### src/rtl/carry_lookahead_adder_controller.sv
// Controller for the carry-lookahead adder datapath. It accepts A then B over a valid/ready
// stream, strobes the datapath registers, waits for the adder to settle and holds the {carry, sum} result.
module carry_lookahead_adder_controller #(
  parameter int N             = 16,
  parameter int SETTLE_CYCLES = 1
) (
  input  logic         clk_i,
  input  logic         rst_i,
  input  logic         in_valid_i,
  output logic         in_ready_o,
  input  logic [N-1:0] in_data_i,
  input  logic         in_cin_i,
  output logic         dp_load_a_o,
  output logic         dp_load_b_o,
  output logic         dp_clr_a_o,
  output logic         dp_clr_b_o,
  output logic         dp_carry_in_o,
  output logic [N-1:0] dp_data_in_o,
  input  logic [N:0]   dp_data_out_i,
  output logic         res_valid_o,
  input  logic         res_ready_i,
  output logic [N:0]   res_data_o,
  output logic         busy_o
);

  localparam int CW = (SETTLE_CYCLES < 2) ? 1 : $clog2(SETTLE_CYCLES + 1);

  typedef enum logic [2:0] {
    CLEAR,
    WAIT_A,
    WAIT_B,
    SETTLE,
    RESULT
  } state_e;

  state_e         state_q, state_d;
  logic           carry_q, carry_d;
  logic [CW-1:0]  cnt_q, cnt_d;
  logic           res_valid_q, res_valid_d;
  logic [N:0]     res_data_q, res_data_d;

  always_ff @(posedge clk_i) begin
    if (rst_i) begin
      state_q     <= CLEAR;
      carry_q     <= 1'b0;
      cnt_q       <= '0;
      res_valid_q <= 1'b0;
      res_data_q  <= '0;
    end else begin
      state_q     <= state_d;
      carry_q     <= carry_d;
      cnt_q       <= cnt_d;
      res_valid_q <= res_valid_d;
      res_data_q  <= res_data_d;
    end
  end

  always_comb begin
    state_d     = state_q;
    carry_d     = carry_q;
    cnt_d       = cnt_q;
    res_valid_d = res_valid_q;
    res_data_d  = res_data_q;
    in_ready_o  = 1'b0;
    dp_load_a_o = 1'b0;
    dp_load_b_o = 1'b0;
    dp_clr_a_o  = 1'b0;
    dp_clr_b_o  = 1'b0;
    busy_o      = 1'b1;

    case (state_q)
      CLEAR: begin
        dp_clr_a_o = 1'b1;
        dp_clr_b_o = 1'b1;
        state_d    = WAIT_A;
      end
      WAIT_A: begin
        in_ready_o = 1'b1;
        busy_o     = 1'b0;
        if (in_valid_i) begin
          dp_load_a_o = 1'b1;
          state_d     = WAIT_B;
        end
      end
      WAIT_B: begin
        in_ready_o = 1'b1;
        if (in_valid_i) begin
          dp_load_b_o = 1'b1;
          carry_d     = in_cin_i;
          cnt_d       = CW'(SETTLE_CYCLES);
          state_d     = SETTLE;
        end
      end
      SETTLE: begin
        cnt_d = cnt_q - CW'(1);
        // The last settle cycle captures the adder output at its closing edge
        if (cnt_q == CW'(1)) begin
          res_data_d  = dp_data_out_i;
          res_valid_d = 1'b1;
          state_d     = RESULT;
        end
      end
      RESULT: begin
        if (res_ready_i) begin
          dp_clr_a_o  = 1'b1;
          dp_clr_b_o  = 1'b1;
          res_valid_d = 1'b0;
          state_d     = WAIT_A;
        end
      end
      default: begin
        state_d = CLEAR;
      end
    endcase

    // Reset forces the datapath clear right away and blocks loads in the same cycle
    if (rst_i) begin
      in_ready_o  = 1'b0;
      dp_load_a_o = 1'b0;
      dp_load_b_o = 1'b0;
      dp_clr_a_o  = 1'b1;
      dp_clr_b_o  = 1'b1;
      busy_o      = 1'b1;
    end
  end

  assign dp_data_in_o  = in_data_i;
  assign dp_carry_in_o = carry_q;
  assign res_valid_o   = res_valid_q;
  assign res_data_o    = res_data_q;

endmodule

### config.mk
export PLATFORM = sky130hd
export DESIGN_NAME = carry_lookahead_adder_controller
export DESIGN_NICKNAME = d
export VERILOG_FILES = /design/src/rtl/carry_lookahead_adder_controller.sv
export SDC_FILE = /design/constraint.sdc
export NUM_CORES = 1
export LEC_CHECK = 0
export ABC_AREA = 1
export BUFFER_PORTS_ARGS = -buffer_cell sky130_fd_sc_hd__buf_2
export CAP_MARGIN = 20
export CORE_MARGIN = 4
export CORE_UTILIZATION = 41
export DETAILED_ROUTE_END_ITERATION = 8
export PLACE_DENSITY = 0.81
export SLEW_MARGIN = 20
export SYNTH_ARGS = -nofsm -noshare
export SYNTH_HDL_FRONTEND = slang
export SYNTH_SLANG_ARGS = --single-unit
### constraint.sdc
create_clock -name clk_i -period 1.58 [get_ports clk_i]
set_input_delay 0 -clock clk_i [delete_from_list [all_inputs] [get_ports clk_i]]
set_output_delay 0 -clock clk_i [all_outputs]
set_load 0.05 [all_outputs]
==> summary.md <==
| Metric | Value |
|---|---|
| First-pass iteration count of the detailed router | `4` |
| FP Rows | `19` |
| Layout Skew | `0.001709 ns` |
| Max-cap violations | `0` |
| Area leader, netlist | `dfxtp_1` |
| Main synth FF type | `dfxtp_1` |
| # clock sinks | `23` |
| Global-route usage over all layers | `15.36%` |
| Worst slew margin | `76.62%` |
| Setup_tns | `0 ns` |
| Antenna violations before repair | `0` |
| Synth top area share | `38.49%` |
| Startpoint Class | `register` |
| Status | `completed` |
| Die width | `62.02 µm` |
| Final wirelength | `2808 µm` |
| Final hold slack | `0.00001634 ns` |
| Worst R2R Path Depth | `8` |
| Largest net degree at the start of global routing | `22` |
| Seq/Total Area, Yosys | `38.49%` |
| Min Tclk post-route | `1.445 ns` |
| Crit path capture type | `output pin` |
| Vias in the first global route | `1040` |
| Most common cell on crit path | `inv_1` |
| Tcrit/Tclk final | `91.45%` |
| Pwr Density | `1062 nW/µm²` |
| Worst Hold Class | `input port to output pin` |
| VDD IR max | `811.1 µV` |
| Post-synthesis cell count | `149` |
| Longest Clk Path Bufs | `2` |
| Routed wire per std cell | `12.21 µm` |
| Vert. Die Dim | `62.02 µm` |
| Critical path's top delay family | `buffers and inverters` |
| Data arrival time of the worst path | `1.44 ns` |
| Initial drt markers | `16` |
| Fraction of layout cells with a size suffix above 1 | `40.20%` |
| Diodes inserted | `0` |
| Worst EP required | `1.58 ns` |
| Routed via count | `1132` |
| Die ar. | `3846 µm²` |
| Clk_lat worst skew | `0.30 ns` |
| Root Driver | `clkbuf_4` |
| Hold Crit Start | `in_data_i[3]` |
| Mapped cell area | `1196 µm²` |
| Critical path, cell by cell | `inv_1 -> nand3_1 -> nand2_1 -> inv_1 -> nor2_1 -> buf_2` |
| Drc violations | `0` |
| Slew @ Worst Pin | `0.3502 ns` |
| Slowest cell on crit path | `dfxtp_1` |
| Fmax | `0.6921 GHz` |
| Routed Antenna Nets | `0` |
| Initial Utilization | `43.00%` |
| Core ar. | `2781 µm²` |
| Final nets | `238` |
| Max incr delay on CP | `0.36 ns` |
| Setup-failing EPs final | `0` |
| PortBufs | `46` |
| Async SR Flop Fraction | `0%` |
| CTS tree | `yes` |
| Worst R2R Start | `state_q[1]$_SDFFE_PP0P_` |
| Final GP Congestion | `0.7350` |
| Yosys reg bits | `23` |
| Final hold vios | `0` |
| Max-slew violation count | `0` |
| Post-synth top cells | `nand2_1 (27), dfxtp_1 (23), buf_4 (18)` |
| Num CTS Buffers | `3` |
| Hpwl dp | `1970 µm` |
| CP Class | `register to output pin` |
| Synth area leaders | `dfxtp_1 (38%), buf_4 (11%), nand2_1 (8.5%)` |
| Reg clk slew, reported paths | `0.12 ns` |
| Static leakage power | `0.6677 nW` |
| Yosys cell types | `19` |
| RSZ-0062 raised after global routing | `no` |
| Synth warnings | `0` |
| # IOs | `79` |
| Syn avg cell area | `8.028 µm²` |
| Hold path cells | `0` |
| Grt ovf | `0` |
| Most numerous cell in the Yosys netlist | `nand2_1` |
| R2r endpoint | `state_q[1]$_SDFFE_PP0P_` |
| First-pass GRT wire length | `4416 µm` |
| Worst Hold End | `dp_data_in_o[3]` |
| CP max FO | `8` |
| Setup slack, reg-to-reg | `0.27 ns` |
| Buf/Inv on CP | `3` |
| Area growth from synthesis to layout | `29.08%` |
| Htree depth | `1` |
| Drt via density | `4.922` |
| Syn Nets | `187` |
| Post-synth EDFFs | `0` |
area by class of cell:
type | instances | area (µm²)
fillers | 258 | 1237
inverters | 10 | 37.54
repair buffers | 71 | 462.9
flip-flops and latches | 23 | 460.4
clock buffers | 4 | 26.28
multi-input cells | 91 | 518.0
well taps | 31 | 38.79
worst max-delay path by stage:
stage	from	endpoint	cells past startpoint
after floorplan	state_q[2]$_SDFFE_PP0P_	dp_load_a_o	3
after global placement	state_q[1]$_SDFFE_PP0P_	state_q[1]$_SDFFE_PP0P_	8
after detailed placement	state_q[0]$_SDFFE_PP0P_	state_q[1]$_SDFFE_PP0P_	8
after CTS	state_q[2]$_SDFFE_PP0P_	dp_load_b_o	4
after global routing	state_q[2]$_SDFFE_PP0P_	in_ready_o	6
final	state_q[2]$_SDFFE_PP0P_	in_ready_o	6
layout by cell type (no fill, tap or decap):
cell type | synthesis | final
dfxtp_1 | 23 | 23
buf_2 | 2 | 46
nor2_2 | 1 | 1
nand3_2 | 9 | 9
inv_2 | 1 | 1
a21oi_1 | 11 | 11
clkbuf_4 | 0 | 3
clkbuf_1 | 2 | 1
dlygate4sd3_1 | 0 | 18
nor2_4 | 0 | 1
o21ai_0 | 3 | 3
nor2_1 | 10 | 9
nand2_1 | 27 | 27
nand3_1 | 14 | 14
buf_4 | 18 | 7
nand2_4 | 2 | 2
nand4_1 | 4 | 4
a21oi_2 | 10 | 10
inv_1 | 9 | 9
where the power goes:
part	internal [W]	total, W	leakage, nW	switching (W)
registers	0.000626	0.000693	0.186	0.0000665
clock network	0.0000984	0.000263	0.0150	0.000165
logic	0.000215	0.000683	0.467	0.000468
per-stage QoR:
step / util [%] / cells / setup WS [ns] / cell area, µm² / power [W]
6_report: 55.51 / 230 / 0.1351 / 1544 / 0.001639
5_1_grt: 55.51 / 230 / 0.01018 / 1544 / 0.001738
4_1_cts: 55.24 / 229 / 0.04726 / 1536 / 0.001639
3_5_place_dp: 47.82 / 207 / 0.2798 / 1330 / 0.001343
3_3_place_gp: 47.82 / 207 / 0.3298 / 1330 / 0.001336
2_1_floorplan: - / 149 / 0.03561 / 1204 / 0.001342
per-layer routing:
metal | global-route usage [%] | part of all wire [%]
met5 | 0 | 0
met4 | 9.394 | 2.0
met3 | 2.479 | 5.2
met2 | 27.37 | 53
met1 | 16.81 | 40
repair_timing:
action | in CTS | in global routing
gates resized for setup | 0 | 0
setup endpoints to repair | 0 | 1
hold endpoints to repair | 18 | 0
hold buffers | 18 | 0
buffers inserted | 0 | 1
state kept, by name (all words and copies together) (netlist names):
| signal | count |
|---|---|
| res_data_o | 17 |
| state_q | 3 |
| cnt_q | 1 |
| dp_carry_in_o | 1 |
| res_valid_o | 1 |
cell families after synthesis:
group	synth area share [%]
AOI/OAI and AO/OA	13.18
buffers and inverters	18.83
DFF	38.49
and+or+nand+nor	29.50
worst register-to-register path, stage by stage, from the launching register on:
cell and delay (ns):
dfxtp_1 0.45, nand2_1 0.09, nor2_2 0.11, buf_4 0.23
nand2_4 0.07, nand2_4 0.06, nor2_1 0.06, nor2_1 0.10
nor2_1 0.05
Power figures use the tool's default switching activity.
